`config.mk`:
```
export PLATFORM = sky130hd
export DESIGN_NAME = multicycle_control_fsm
export DESIGN_NICKNAME = d
export VERILOG_FILES = /design/src/rtl/mips_ctrl_pkg.sv /design/src/rtl/mem_wait_timer.sv /design/src/rtl/multicycle_control_fsm.sv
export SDC_FILE = /design/constraint.sdc
export NUM_CORES = 1
export LEC_CHECK = 0
export CORE_MARGIN = 2
export CORE_UTILIZATION = 56
export CTS_CLUSTER_DIAMETER = 30
export DETAILED_ROUTE_END_ITERATION = 8
export HOLD_SLACK_MARGIN = 0.1
export MAX_ROUTING_LAYER = met4
export PLACE_DENSITY = 0.85
export SLEW_MARGIN = 25
export SYNTH_ARGS = -nofsm -noshare
export SYNTH_HDL_FRONTEND = slang
export SYNTH_SLANG_ARGS = --single-unit
export TNS_END_PERCENT = 20
```
`constraint.sdc`:
```
create_clock -name clk -period 5.5 [get_ports clk]
set_clock_uncertainty 0.2 [all_clocks]
set_input_delay 0.55 -clock clk [delete_from_list [all_inputs] [get_ports clk]]
set_output_delay 0.55 -clock clk [all_outputs]
set_load 0.01 [all_outputs]
```
`src/rtl/mips_ctrl_pkg.sv`:
```
// Shared encodings for the multi-cycle MIPS control sequencer: states, opcodes,
// ALU operation codes, datapath mux selects and the instruction classifier.
package mips_ctrl_pkg;

  typedef enum logic [3:0] {
    S_FETCH     = 4'd0,
    S_DECODE    = 4'd1,
    S_EXEC_R    = 4'd2,
    S_EXEC_I    = 4'd3,
    S_WB_ALU    = 4'd4,
    S_ADDR      = 4'd5,
    S_MEM_RD    = 4'd6,
    S_MEM_WR    = 4'd7,
    S_WB_MEM    = 4'd8,
    S_BRANCH    = 4'd9,
    S_JUMP_LINK = 4'd10,
    S_JUMP_REG  = 4'd11,
    S_ILLEGAL   = 4'd12,
    S_FAULT     = 4'd13
  } state_e;

  typedef enum logic [2:0] {
    C_RTYPE, C_JR, C_MEM, C_IMM, C_BEQ, C_JAL, C_BAD
  } iclass_e;

  localparam logic [5:0] OP_RTYPE = 6'b000000;
  localparam logic [5:0] OP_LW    = 6'b100011;
  localparam logic [5:0] OP_SW    = 6'b101011;
  localparam logic [5:0] OP_ADDI  = 6'b001000;
  localparam logic [5:0] OP_ANDI  = 6'b001100;
  localparam logic [5:0] OP_BEQ   = 6'b000100;
  localparam logic [5:0] OP_JAL   = 6'b000011;

  localparam logic [5:0] F_ADD = 6'b100000;
  localparam logic [5:0] F_SLL = 6'b000000;
  localparam logic [5:0] F_AND = 6'b100100;
  localparam logic [5:0] F_NOR = 6'b100111;
  localparam logic [5:0] F_JR  = 6'b001000;
  localparam logic [5:0] F_SLT = 6'b101010;

  // Codes understood by the existing ALU control block.
  localparam logic [3:0] ALU_AND  = 4'b0000;
  localparam logic [3:0] ALU_ANDI = 4'b0001;
  localparam logic [3:0] ALU_ADD  = 4'b0010;
  localparam logic [3:0] ALU_ADDI = 4'b0011;
  localparam logic [3:0] ALU_SLL  = 4'b0100;
  localparam logic [3:0] ALU_SLT  = 4'b0111;
  localparam logic [3:0] ALU_LW   = 4'b1000;
  localparam logic [3:0] ALU_SW   = 4'b1001;
  localparam logic [3:0] ALU_BEQ  = 4'b1010;
  localparam logic [3:0] ALU_JAL  = 4'b1011;
  localparam logic [3:0] ALU_NOR  = 4'b1100;
  localparam logic [3:0] ALU_JR   = 4'b1111;

  localparam logic [1:0] PC_SRC_ALU    = 2'd0;
  localparam logic [1:0] PC_SRC_ALUOUT = 2'd1;
  localparam logic [1:0] PC_SRC_JUMP   = 2'd2;
  localparam logic [1:0] PC_SRC_RS     = 2'd3;

  localparam logic [1:0] SRCB_RT     = 2'd0;
  localparam logic [1:0] SRCB_FOUR   = 2'd1;
  localparam logic [1:0] SRCB_IMM    = 2'd2;
  localparam logic [1:0] SRCB_IMM_SH = 2'd3;

  localparam logic [1:0] REGDST_RT = 2'd0;
  localparam logic [1:0] REGDST_RD = 2'd1;
  localparam logic [1:0] REGDST_RA = 2'd2;

  localparam logic [1:0] M2R_ALUOUT = 2'd0;
  localparam logic [1:0] M2R_MDR    = 2'd1;
  localparam logic [1:0] M2R_PC     = 2'd2;

  typedef struct packed {
    logic [3:0] alu_ctl;
    logic       ior_d;
    logic       mem_read;
    logic       mem_write;
    logic       ir_write;
    logic       pc_write;
    logic [1:0] pc_source;
    logic       alu_src_a;
    logic [1:0] alu_src_b;
    logic       reg_write;
    logic [1:0] reg_dst;
    logic [1:0] mem_to_reg;
    logic       retire;
  } ctrl_t;

  function automatic iclass_e decode_class(input logic [5:0] opcode, input logic [5:0] funct);
    iclass_e c;
    case (opcode)
      OP_RTYPE: begin
        case (funct)
          F_ADD, F_SLL, F_AND, F_NOR, F_SLT: c = C_RTYPE;
          F_JR:                              c = C_JR;
          default:                           c = C_BAD;
        endcase
      end
      OP_LW, OP_SW:     c = C_MEM;
      OP_ADDI, OP_ANDI: c = C_IMM;
      OP_BEQ:           c = C_BEQ;
      OP_JAL:           c = C_JAL;
      default:          c = C_BAD;
    endcase
    return c;
  endfunction

  function automatic logic [3:0] r_alu_code(input logic [5:0] funct);
    logic [3:0] code;
    case (funct)
      F_ADD:   code = ALU_ADD;
      F_SLL:   code = ALU_SLL;
      F_AND:   code = ALU_AND;
      F_NOR:   code = ALU_NOR;
      F_SLT:   code = ALU_SLT;
      default: code = ALU_JR;
    endcase
    return code;
  endfunction

endpackage

```
`src/rtl/mem_wait_timer.sv`:
```
// Counts cycles spent waiting on the memory port; flags the cycle in which the
// MEM_TIMEOUT-th consecutive wait completes without MemReady.
module mem_wait_timer #(
  parameter int MEM_TIMEOUT = 255,
  parameter int CNT_W       = 16
) (
  input  logic clk,
  input  logic reset,
  input  logic waiting,
  input  logic ready,
  output logic expired
);

  localparam logic [CNT_W-1:0] LAST = CNT_W'(MEM_TIMEOUT - 1);

  logic [CNT_W-1:0] count;
  logic             run;

  // Any cycle that is not an unanswered wait clears the count, which covers
  // entry into every wait state including back-to-back MEM_WR -> FETCH.
  assign run = waiting && !ready;

  // NOTE: sequential state uses non-blocking assignments so every flop samples
  // pre-edge values regardless of block evaluation order.
  always_ff @(posedge clk or posedge reset) begin
    if (reset)    count <= '0;
    else if (run) count <= count + CNT_W'(1);
    else          count <= '0;
  end

  assign expired = run && (count == LAST);

endmodule

```
`src/rtl/multicycle_control_fsm.sv`:
```
// Multi-cycle sequencer for the shared-ALU MIPS datapath: FETCH through
// writeback, with bounded memory handshakes and sticky Illegal/Fault flags.
module multicycle_control_fsm
  import mips_ctrl_pkg::*;
#(
  parameter int MEM_TIMEOUT = 255,
  parameter int CNT_W       = 16
) (
  input  logic       clk,
  input  logic       reset,
  input  logic [5:0] Opcode,
  input  logic [5:0] Funct,
  input  logic       Zero,
  input  logic       MemReady,
  output logic [3:0] ALUCtl,
  output logic       IorD,
  output logic       MemRead,
  output logic       MemWrite,
  output logic       IRWrite,
  output logic       PCWrite,
  output logic [1:0] PCSource,
  output logic       ALUSrcA,
  output logic [1:0] ALUSrcB,
  output logic       RegWrite,
  output logic [1:0] RegDst,
  output logic [1:0] MemToReg,
  output logic       Illegal,
  output logic       Fault,
  output logic       Retire
);

  state_e  state;
  iclass_e iclass;
  ctrl_t   ctrl;
  logic    waiting;
  logic    timeout;
  logic    illegal_q;
  logic    fault_q;

  // IR only changes on IRWrite in FETCH, so later states may decode it directly.
  assign iclass  = decode_class(Opcode, Funct);
  assign waiting = (state == S_FETCH) || (state == S_MEM_RD) || (state == S_MEM_WR);

  mem_wait_timer #(.MEM_TIMEOUT(MEM_TIMEOUT), .CNT_W(CNT_W)) u_timer (
    .clk     (clk),
    .reset   (reset),
    .waiting (waiting),
    .ready   (MemReady),
    .expired (timeout)
  );

  always_ff @(posedge clk or posedge reset) begin
    if (reset) begin
      state     <= S_FETCH;
      illegal_q <= 1'b0;
      fault_q   <= 1'b0;
    end else if (timeout) begin
      state   <= S_FAULT;
      fault_q <= 1'b1;
    end else begin
      case (state)
        S_FETCH:  if (MemReady) state <= S_DECODE;
        S_DECODE: begin
          case (iclass)
            C_RTYPE: state <= S_EXEC_R;
            C_JR:    state <= S_JUMP_REG;
            C_MEM:   state <= S_ADDR;
            C_IMM:   state <= S_EXEC_I;
            C_BEQ:   state <= S_BRANCH;
            C_JAL:   state <= S_JUMP_LINK;
            default: begin
              state     <= S_ILLEGAL;
              illegal_q <= 1'b1;
            end
          endcase
        end
        S_EXEC_R, S_EXEC_I: state <= S_WB_ALU;
        S_ADDR:   state <= (Opcode == OP_SW) ? S_MEM_WR : S_MEM_RD;
        S_MEM_RD: if (MemReady) state <= S_WB_MEM;
        S_MEM_WR: if (MemReady) state <= S_FETCH;
        S_WB_ALU, S_WB_MEM, S_BRANCH, S_JUMP_LINK, S_JUMP_REG: state <= S_FETCH;
        S_ILLEGAL, S_FAULT: state <= state;
        default:  state <= S_FETCH;
      endcase
    end
  end

  always_comb begin
    // NOTE: every field gets its default before the case so no path can leave
    // a signal unassigned and infer a latch.
    ctrl = '0;
    // NOTE: strobes are gated by reset combinationally so they drop the moment
    // reset asserts instead of waiting for the FETCH decode to take over.
    if (!reset) begin
      case (state)
        S_FETCH: begin
          ctrl.mem_read  = 1'b1;
          ctrl.alu_src_b = SRCB_FOUR;
          ctrl.alu_ctl   = ALU_ADD;
          if (MemReady) begin
            ctrl.ir_write  = 1'b1;
            ctrl.pc_write  = 1'b1;
            ctrl.pc_source = PC_SRC_ALU;
          end
        end
        S_DECODE: begin
          ctrl.alu_src_b = SRCB_IMM_SH;
          ctrl.alu_ctl   = ALU_ADD;
        end
        S_EXEC_R: begin
          ctrl.alu_src_a = 1'b1;
          ctrl.alu_src_b = SRCB_RT;
          ctrl.alu_ctl   = r_alu_code(Funct);
        end
        S_EXEC_I: begin
          ctrl.alu_src_a = 1'b1;
          ctrl.alu_src_b = SRCB_IMM;
          ctrl.alu_ctl   = (Opcode == OP_ANDI) ? ALU_ANDI : ALU_ADDI;
        end
        S_WB_ALU: begin
          ctrl.reg_write  = 1'b1;
          ctrl.mem_to_reg = M2R_ALUOUT;
          ctrl.reg_dst    = (Opcode == OP_RTYPE) ? REGDST_RD : REGDST_RT;
          ctrl.retire     = 1'b1;
        end
        S_ADDR: begin
          ctrl.alu_src_a = 1'b1;
          ctrl.alu_src_b = SRCB_IMM;
          ctrl.alu_ctl   = (Opcode == OP_SW) ? ALU_SW : ALU_LW;
        end
        S_MEM_RD: begin
          ctrl.ior_d    = 1'b1;
          ctrl.mem_read = 1'b1;
        end
        S_MEM_WR: begin
          ctrl.ior_d     = 1'b1;
          ctrl.mem_write = 1'b1;
          ctrl.retire    = MemReady;
        end
        S_WB_MEM: begin
          ctrl.reg_write  = 1'b1;
          ctrl.mem_to_reg = M2R_MDR;
          ctrl.reg_dst    = REGDST_RT;
          ctrl.retire     = 1'b1;
        end
        S_BRANCH: begin
          ctrl.alu_src_a = 1'b1;
          ctrl.alu_src_b = SRCB_RT;
          ctrl.alu_ctl   = ALU_BEQ;
          ctrl.pc_write  = Zero;
          ctrl.pc_source = PC_SRC_ALUOUT;
          ctrl.retire    = 1'b1;
        end
        S_JUMP_LINK: begin
          ctrl.alu_ctl    = ALU_JAL;
          ctrl.reg_write  = 1'b1;
          ctrl.reg_dst    = REGDST_RA;
          ctrl.mem_to_reg = M2R_PC;
          ctrl.pc_write   = 1'b1;
          ctrl.pc_source  = PC_SRC_JUMP;
          ctrl.retire     = 1'b1;
        end
        S_JUMP_REG: begin
          ctrl.alu_ctl   = ALU_JR;
          ctrl.pc_write  = 1'b1;
          ctrl.pc_source = PC_SRC_RS;
          ctrl.retire    = 1'b1;
        end
        default: ctrl = '0;
      endcase
    end
  end

  assign ALUCtl   = ctrl.alu_ctl;
  assign IorD     = ctrl.ior_d;
  assign MemRead  = ctrl.mem_read;
  assign MemWrite = ctrl.mem_write;
  assign IRWrite  = ctrl.ir_write;
  assign PCWrite  = ctrl.pc_write;
  assign PCSource = ctrl.pc_source;
  assign ALUSrcA  = ctrl.alu_src_a;
  assign ALUSrcB  = ctrl.alu_src_b;
  assign RegWrite = ctrl.reg_write;
  assign RegDst   = ctrl.reg_dst;
  assign MemToReg = ctrl.mem_to_reg;
  assign Retire   = ctrl.retire;
  assign Illegal  = illegal_q;
  assign Fault    = fault_q;

endmodule

```
==> impl_metrics.env, run 1 <==
export IMPL_synth_top_area_share_pct=29.8
export IMPL_crit_path_start_kind="input pin"
export IMPL_rsz0062_at_grt="false"
export IMPL_synth_async_reset_ratio_pct=100
export IMPL_tns_ns=0
export IMPL_die_area_um2=3780
export IMPL_fp_row_count=20
export IMPL_hold_buffers=0
export IMPL_cts_buffers=3
export IMPL_whs_endpoint="Fault"
export IMPL_max_cap_violations=0
export IMPL_drc=0
export IMPL_start_util_pct=59.6
export IMPL_cts_tree="built"
export IMPL_ff_latch_area_um2=551
export IMPL_ys_top_cells_by_area="dfrtp_1 (30%), nor2_1 (7.3%), xor2_1 (5.2%)"
export IMPL_root_buffer="clkbuf_4"
export IMPL_period_needed_ns=3.71
export IMPL_synth_edf_count=0
export IMPL_grt_pass1_wl_um=7090
export IMPL_utilization_pct=71.0
export IMPL_synth_nets=254
export IMPL_io_pins=38
export IMPL_die_h_um=61.5
export IMPL_antenna_cells=0
export IMPL_clock_sinks=22
export IMPL_place_ws_ns=1.73
export IMPL_setup_viol_count_final=0
export IMPL_rr_endpoint="state[3]"
export IMPL_gp_congestion=0.898
export IMPL_drtIter0Drc=161
export IMPL_required_ns=4.75
export IMPL_antenna_found_initial=0
export IMPL_port_buffers=37
export IMPL_clock_fmax_mhz=269
export IMPL_irDropWorstVdd_mv=0.195
export IMPL_wl_per_cell_um=14.5
export IMPL_synth_top_area_cell="dfrtp_1"
export IMPL_synth_seq_cells=22
export IMPL_r2r_slack_ns=3.06
export IMPL_synthCells=236
export IMPL_synth_top_cells_by_count="nor2_1 (36), dfrtp_1 (22), nand2_1 (20)"
export IMPL_die_w_um=61.5
export IMPL_cts_htree_levels=1
export IMPL_drt_total_wl_um=4450
export IMPL_maxSlewHeadroom_pct=40.4
export IMPL_yosysMostFrequentCell="nor2_1"
export IMPL_status="completed"
export IMPL_ys_seq_area_share_pct=29.8
export IMPL_end_kind="output port"
export IMPL_cts_resized=0
export IMPL_whs_ns=0.292
export IMPL_min_path_type="flip-flop to flip-flop"
export IMPL_hp_start="Fault"
export IMPL_dpl_cell_count=302
export IMPL_ant_nets=0
export IMPL_clk_latency_ns=0.31
export IMPL_ys_types=60
export IMPL_final_hold_viol_count=0
export IMPL_grt_pass1_vias=1572
export IMPL_worst_pin_slew_ns=0.893
export IMPL_yosysWarnings=0
export IMPL_synthesis_area_um2=1850
export IMPL_layout_drive_gt1_share_pct=5.73
export IMPL_nNetsFinal=281
export IMPL_syn_area_per_cell_um2=7.84
export IMPL_stdcell_count=306
export IMPL_power_density_nw_per_um2=284
export IMPL_grt_overflow=0
export IMPL_post_cts_setup_buffer_count=0
export IMPL_routed_via_density=6.05
export IMPL_reg2reg_from="state[1]"
export IMPL_setup_slack_ns=1.79
export IMPL_min_path_cells=1
export IMPL_clock_tree_buffer_depth=2
export IMPL_criticalPathCategory="input pin to output port"
export IMPL_slew_viol_final=0
export IMPL_syn_to_final_growth_pct=19.1
export IMPL_fillers=284
export IMPL_path_clk_slew_ns=0.11
export IMPL_dr_pass1_iters=5
export IMPL_multiInputGateArea_um2=1160
export IMPL_hpwlAfterDp_um=3220
export IMPL_coreArea_um2=3100
export IMPL_groute_usage_overall_pct=25.1
export IMPL_vias=1852
export IMPL_reg2regPathDepth=5
export IMPL_ys_flop_type="dfrtp_1"
export IMPL_p_leak_nw=0.873
export IMPL_grt_max_degree=25
export IMPL_crit_arrival_ns=2.96
export IMPL_critPathMaxFanout=24
export IMPL_finalCritPeriodShare_pct=67.5
[worst max-delay path by stage]
| stage | from | to | slack [ns] | cells past startpoint |
|---|---|---|---|---|
| global placement | reset | ALUCtl[1] | 1.80 | 5 |
| finish | reset | ALUCtl[1] | 1.79 | 5 |
| CTS | reset | ALUCtl[1] | 1.73 | 5 |
| floorplan | reset | ALUCtl[1] | 3.01 | 4 |
| detailed placement | reset | ALUCtl[1] | 1.73 | 5 |
| global route | reset | ALUCtl[1] | 1.46 | 5 |
[cell type report]
| class | instances | area share, % |
|---|---|---|
| tap | 44 | 2.50 |
| sequential | 22 | 25.0 |
| inverter | 7 | 1.19 |
| clock buffer | 4 | 1.65 |
| timing repair buffer | 37 | 16.8 |
| multi-input combinational | 192 | 52.9 |
[metal layers]
| layer | part of all wire (%) | track usage [%] | vias to the layer above |
|---|---|---|---|
| met1 | 49 | 37.3 | 874 |
| met3 | 6.7 | 4.62 | 0 |
| met2 | 45 | 37.4 | 67 |
| met4 | 0 | 1.52 | 0 |
| met5 | 0 | - | - |
| li1 | - | - | 911 |
[through the flow]
step                      area [um2]  total power [mW]
after floorplan                 1850             0.451
after detailed placement        2170             0.536
after global routing            2200             0.675
after CTS                       2200             0.626
final                           2200             0.627
after global placement          2170             0.531
[critical path, cell delays in order]
cell             delay [ns]
clkdlybuf4s50_1        0.64
inv_1                  0.77
o21ai_0                0.27
a21oi_1                0.18
clkdlybuf4s50_1        0.55
[registers in the layout (all words and copies together), names as in the netlist]
register	cells
Illegal	1
u_timer.count	16
Fault	1
state	4
[power breakdown]
part | internal (mW) | switching (mW) | total (mW)
combinational | 0.142 | 0.156 | 0.298
clock | 0.0404 | 0.0485 | 0.0889
sequential | 0.176 | 0.0634 | 0.240
total | 0.359 | 0.268 | 0.627
[placed cells by master, fill, tap and decap left out, types with 4 or more instances in the layout]
| cell | instances |
|---|---|
| o31ai_1 | 4 |
| and3_1 | 8 |
| inv_1 | 6 |
| a21oi_1 | 11 |
| nand2b_1 | 4 |
| nand3_1 | 10 |
| nor3_1 | 14 |
| dfrtp_1 | 22 |
| a31oi_1 | 4 |
| clkdlybuf4s50_1 | 37 |
| xor2_1 | 11 |
| nand4_1 | 6 |
| nor2_1 | 36 |
| nand2_1 | 20 |
| o21ai_0 | 4 |
| nor4_1 | 4 |
[cells by family (layout without fill, tap and decap cells)]
kind of cell,after synthesis,after routing,synth area share [%]
AO/OA/AOI/OAI,44,44,16.4
flip-flops,22,22,29.8
buffers and inverters,22,48,7.24
multiplexers,1,1,0.541
adder cells (fa/ha/maj),2,2,1.35
AND/OR/NAND/NOR,131,131,38.1
XOR/XNOR,14,14,6.63
Note: power is estimated with default switching activity, not from simulation.
==> run 2: changes to the inputs <==
--- a/config.mk
+++ b/config.mk
@@ -6,12 +6,12 @@
 export NUM_CORES = 1
 export LEC_CHECK = 0
 export CORE_MARGIN = 2
-export CORE_UTILIZATION = 56
+export CORE_UTILIZATION = 47
 export CTS_CLUSTER_DIAMETER = 30
 export DETAILED_ROUTE_END_ITERATION = 8
 export HOLD_SLACK_MARGIN = 0.1
 export MAX_ROUTING_LAYER = met4
-export PLACE_DENSITY = 0.85
+export PLACE_DENSITY = 0.76
 export SLEW_MARGIN = 25
 export SYNTH_ARGS = -nofsm -noshare
 export SYNTH_HDL_FRONTEND = slang
==> constraint.sdc (replaced) <==
create_clock -name clk -period 3.09 [get_ports clk]
set_clock_uncertainty 0.2 [all_clocks]
set_input_delay 0.309 -clock clk [delete_from_list [all_inputs] [get_ports clk]]
set_output_delay 0.309 -clock clk [all_outputs]
set_load 0.01 [all_outputs]
==> run 2 against run 1 <==
Die area up 18%. Clock-buffer cell count down 1. Worst setup slack worse by 1.6 ns. Critical path depth unchanged. Sequential power up 61%. Cell count up 3.9%. Cell area up 4.5%. Utilization down 9.0 points. Register-to-register slack worse by 2.4 ns. Via count up 0.16%. Critical path type unchanged. Largest power group unchanged.
==> impl_metrics.env, run 2 (synthesized netlist as in run 1, its figures left out) <==
export IMPL_required_ns=2.58
export IMPL_grt_max_degree=23
export IMPL_antenna_cells=0
export IMPL_comb_power_share_pct=47.9
export IMPL_layout_drive_gt1_share_pct=8.52
export IMPL_root_buffer="clkbuf_8"
export IMPL_finalCritPeriodShare_pct=94.9
export IMPL_worst_pin_slew_ns=0.599
export IMPL_place_ws_ns=0.180
export IMPL_grt_pass1_vias=1661
export IMPL_irDropWorstVdd_mv=0.294
export IMPL_setup_viol_count_final=0
export IMPL_dpl_cell_count=314
export IMPL_nNetsFinal=289
export IMPL_wl_per_cell_um=13.9
export IMPL_reg2reg_from="state[0]"
export IMPL_multiInputGateArea_um2=1160
export IMPL_gp_congestion=0.959
export IMPL_dr_pass1_iters=4
export IMPL_p_switching_mw=0.486
export IMPL_setup_slack_ns=0.156
export IMPL_crit_path_start_kind="input pin"
export IMPL_fp_row_count=22
export IMPL_cts_resized=0
export IMPL_hpwlAfterDp_um=3270
export IMPL_crit_path_max_incr_delay_ns=0.56
export IMPL_pwr_share_clk_pct=21.1
export IMPL_antenna_found_initial=0
export IMPL_fillers=342
export IMPL_cts_htree_levels=1
export IMPL_post_cts_setup_buffer_count=0
export IMPL_clk_latency_ns=0.26
export IMPL_clock_sinks=22
export IMPL_crit_path_top_delay_cell="or4_1"
export IMPL_crit_path_cell_trace="clkdlybuf4s50_1 > or4_1 > nor3_1 > and3_1 > clkdlybuf4s50_1"
export IMPL_vias=1855
export IMPL_switching_share_pct=38.9
export IMPL_crit_top_cell="clkdlybuf4s50_1"
export IMPL_maxSlewHeadroom_pct=60.0
export IMPL_cts_tree="built"
export IMPL_die_h_um=66.7
export IMPL_slew_viol_final=0
export IMPL_min_path_type="flip-flop to flip-flop"
export IMPL_period_needed_ns=2.93
export IMPL_rr_endpoint="state[3]"
export IMPL_seqPwrFrac_pct=31.0
export IMPL_grt_pass1_wl_um=7680
export IMPL_groute_usage_overall_pct=22.3
export IMPL_die_area_um2=4450
export IMPL_die_w_um=66.7
export IMPL_power_density_nw_per_um2=542
export IMPL_drt_total_wl_um=4430
export IMPL_final_cell_mix="clkdlybuf4s50_1 (37), nor2_1 (36), dfrtp_1 (22)"
export IMPL_tns_ns=0
export IMPL_cts_buffers=3
export IMPL_post_dp_cell_area_um2=2230
export IMPL_ant_nets=0
export IMPL_clock_fmax_mhz=341
export IMPL_final_hold_viol_count=0
export IMPL_largest_reg_flops=16
export IMPL_ff_latch_area_um2=551
export IMPL_largest_registers="u_timer.count (16), state (4)"
export IMPL_criticalPathCategory="input pin to output port"
export IMPL_routed_via_density=5.83
export IMPL_final_common_cell="clkdlybuf4s50_1"
export IMPL_start_util_pct=49.8
export IMPL_drc=0
export IMPL_rsz0062_at_grt="false"
export IMPL_top_register="u_timer.count"
export IMPL_status="completed"
export IMPL_p_leak_nw=0.926
export IMPL_reg2regPathDepth=5
export IMPL_coreArea_um2=3720
export IMPL_hold_buffers=0
export IMPL_utilization_pct=62.0
export IMPL_stdcell_area_um2=2300
export IMPL_critPathMaxFanout=6
export IMPL_end_kind="output port"
export IMPL_drtIter0Drc=150
export IMPL_worstSetupStartpoint="Opcode[4]"
export IMPL_stdcell_count=318
export IMPL_io_pins=38
export IMPL_crit_arrival_ns=2.42
export IMPL_p_int_mw=0.763
export IMPL_endpoint="RegDst[0]"
export IMPL_r2r_slack_ns=0.66
export IMPL_port_buffers=37
export IMPL_path_clk_slew_ns=0.08
export IMPL_max_cap_violations=0
export IMPL_clock_tree_buffer_depth=2
export IMPL_syn_to_final_growth_pct=24.6
export IMPL_grt_overflow=0
run 2: changes by cell type in the layout (fill, tap and decap cells not counted), sizes merged:
cell    change
buf         +8
bufinv      +1
clkbuf      -1
run 2: stage by stage:
| step | hold slack [ns] | total power [mW] |
|---|---|---|
| floorplan | 0.287 | 0.802 |
| global route | 0.297 | 1.35 |
| finish | 0.275 | 1.25 |
| detailed placement | 0.259 | 0.986 |
| CTS | 0.290 | 1.25 |
| global placement | 0.267 | 0.980 |
run 2: worst min-delay path by stage:
stage / start / to / slack, ns / cells after the start
3_5_place_dp: Fault / Fault / 0.26 / 1
2_1_floorplan: u_timer.count[0] / u_timer.count[0] / 0.29 / 1
3_3_place_gp: Illegal / Illegal / 0.27 / 2
5_1_grt: Fault / Fault / 0.30 / 1
4_1_cts: Fault / Fault / 0.29 / 1
6_report: Fault / Fault / 0.28 / 1
run 2: layout make-up:
class / count / share of cell area [%]
flip-flops and latches: 22 / 23.9
clock inverters: 1 / 1.30
clock buffers: 3 / 1.79
multi-input cells: 192 / 50.6
repair buffers: 45 / 18.7
well taps: 48 / 2.61
inverters: 7 / 1.14
run 2: power by group through the flow:
stage	logic, mW	registers, mW	clock network (mW)
detailed placement	0.595	0.391	0
global placement	0.591	0.389	0
floorplan	0.462	0.340	0
global route	0.662	0.397	0.287
finish	0.599	0.387	0.263
CTS	0.597	0.385	0.268
run 2: metal layers:
metal,global-route usage [%],vias to the layer above,share of wire (%)
met3,3.21,2,5.4
met2,33.8,62,45
met1,32.7,863,49
met4,2.30,0,0.41
met5,-,-,0
li1,-,928,-
run 2: worst max-delay path, delay by kind of cell:
family                 cells  cell delay (ns)
AND/OR/NAND/NOR            3             1.08
buffers and inverters      2             1.03
==> run 3: changes to the inputs <==
--- a/config.mk
+++ b/config.mk
@@ -12,6 +12,7 @@
 export HOLD_SLACK_MARGIN = 0.1
 export MAX_ROUTING_LAYER = met4
 export PLACE_DENSITY = 0.76
+export SETUP_SLACK_MARGIN = 0.3
 export SLEW_MARGIN = 25
 export SYNTH_ARGS = -nofsm -noshare
 export SYNTH_HDL_FRONTEND = slang
==> run 3 against run 2 <==
Register-to-register slack better by 0.09 ns. Cell count unchanged. Critical endpoint is now ALUCtl[1]. Sequential power about the same. Clock-buffer cell count unchanged. Global-route usage up 0.67 points. Combinational power up 0.7%. Critical path type unchanged. Via count up 1.2%. Wire length up 3.9%. Sequential share of layout area down 0.43 points. Fmax up 7.3%. Clock power about the same. Die area unchanged.
==> impl_metrics.env, run 3 (synthesized netlist as in run 1, its figures left out) <==
export IMPL_clk_latency_ns=0.26
export IMPL_worst_pin_slew_ns=0.603
export IMPL_utilization_pct=63.3
export IMPL_ant_nets=0
export IMPL_hpwlAfterDp_um=3270
export IMPL_clock_tree_buffer_depth=2
export IMPL_routed_via_density=5.90
export IMPL_max_cap_violations=0
export IMPL_nNetsFinal=289
export IMPL_drc=0
export IMPL_grt_use_met2_pct=34.1
export IMPL_rsz0062_at_grt="true"
export IMPL_drt_total_wl_um=4600
export IMPL_cts_htree_levels=1
export IMPL_wl_per_cell_um=14.5
export IMPL_vias=1877
export IMPL_grt_use_met1_pct=33.7
export IMPL_irDropWorstVdd_mv=0.295
export IMPL_setup_slack_ns=0.356
export IMPL_die_h_um=66.7
export IMPL_maxSlewHeadroom_pct=59.8
export IMPL_antenna_found_initial=0
export IMPL_antenna_cells=0
export IMPL_die_area_um2=4450
export IMPL_cts_buffers=3
export IMPL_port_buffers=37
export IMPL_clock_sinks=22
export IMPL_dr_pass1_iters=4
export IMPL_final_common_cell="nor2_1"
export IMPL_hold_buffers=0
export IMPL_slew_viol_final=0
export IMPL_reg2reg_from="state[0]"
export IMPL_grt_pass1_wl_um=7880
export IMPL_start_util_pct=49.8
export IMPL_crit_arrival_ns=2.22
export IMPL_grt_overflow=0
export IMPL_gp_congestion=0.959
export IMPL_syn_to_final_growth_pct=27.1
export IMPL_top_register="u_timer.count"
export IMPL_required_ns=2.58
export IMPL_coreArea_um2=3720
export IMPL_io_pins=38
export IMPL_drtIter0Drc=158
export IMPL_final_cell_mix="nor2_1 (34), clkdlybuf4s50_1 (28), dfrtp_1 (21)"
export IMPL_busiest_layer="met2"
export IMPL_clock_fmax_mhz=366
export IMPL_crit_path_start_kind="input pin"
export IMPL_p_leak_nw=0.999
export IMPL_worstSetupStartpoint="Funct[3]"
export IMPL_critPathMaxFanout=7
export IMPL_reg2regPathDepth=5
export IMPL_met3_usage_pct=3.55
export IMPL_min_path_cells=1
export IMPL_criticalPathCategory="input pin to output port"
export IMPL_r2r_slack_ns=0.75
export IMPL_place_ws_ns=0.180
export IMPL_whs_endpoint="Fault"
export IMPL_period_needed_ns=2.73
export IMPL_hp_start="Fault"
export IMPL_cts_tree="built"
export IMPL_layout_drive_gt1_share_pct=10.7
export IMPL_largest_reg_flops=16
export IMPL_min_path_type="flip-flop to flip-flop"
export IMPL_root_buffer="clkbuf_8"
export IMPL_largest_registers="u_timer.count (16), state (4)"
export IMPL_path_clk_slew_ns=0.08
export IMPL_die_w_um=66.7
export IMPL_whs_ns=0.276
export IMPL_status="completed"
export IMPL_final_hold_viol_count=0
export IMPL_end_kind="output port"
export IMPL_rr_endpoint="state[3]"
export IMPL_grt_pass1_vias=1700
export IMPL_tns_ns=0
export IMPL_power_density_nw_per_um2=534
export IMPL_setup_viol_count_final=0
export IMPL_groute_usage_overall_pct=22.9
export IMPL_fp_row_count=22
export IMPL_grt_max_degree=23
export IMPL_finalCritPeriodShare_pct=88.5
run 3: how the worst max path moves through the flow:
stage / endpoint / slack, ns / cells past startpoint
final: ALUCtl[1] / 0.36 / 7
after floorplan: ALUCtl[1] / 1.09 / 4
after global placement: RegDst[0] / 0.21 / 5
after CTS: ALUCtl[1] / 0.28 / 7
after global routing: ALUCtl[1] / 0.25 / 7
after detailed placement: ALUCtl[1] / 0.18 / 7
run 3: power breakdown:
group / switching (mW) / internal (mW) / total, mW / leakage, nW
sequential: 0.0715 / 0.316 / 0.387 / 0.294
combinational: 0.329 / 0.274 / 0.603 / 0.669
clock: 0.0912 / 0.173 / 0.264 / 0.0357
run 3: worst max-delay path, cell delays in order:
cell and delay (ns):
clkdlybuf4s50_1 0.52, nor2_2 0.19, nand3_1 0.11, o311ai_0 0.31, nand2_1 0.10, a21oi_1 0.15
clkdlybuf4s50_1 0.54
run 3: per-stage QoR:
step	std cells	instance area, um2	power [mW]
after floorplan	236	1850	0.802
after global placement	314	2230	0.980
after global routing	318	2350	1.35
after CTS	318	2330	1.25
after detailed placement	314	2230	0.986
final	318	2350	1.25
run 3: what timing repair did:
item | 4_1_cts | 5_1_grt
gates cloned | 0 | 0
pin swaps | 1 | 0
setup endpoints to repair | 3 | 5
resized for setup | 8 | 9
setup buffers | 0 | 0
run 3: cell type report:
class	count	area [um2]
Fill cell	342	1370
Timing Repair Buffer	45	445
Tap cell	48	60.1
Sequential cell	22	552
Multi-Input combinational cell	192	1200
Inverter	7	26.3
Clock inverter	1	30.0
Clock buffer	3	41.3
run 3: layer usage:
| layer | vias to the layer above | wire length [um] |
|---|---|---|
| met2 | 54 | 2110 |
| met5 | - | 0 |
| met1 | 896 | 2260 |
| li1 | 925 | - |
| met3 | 2 | 207 |
| met4 | 0 | 18 |
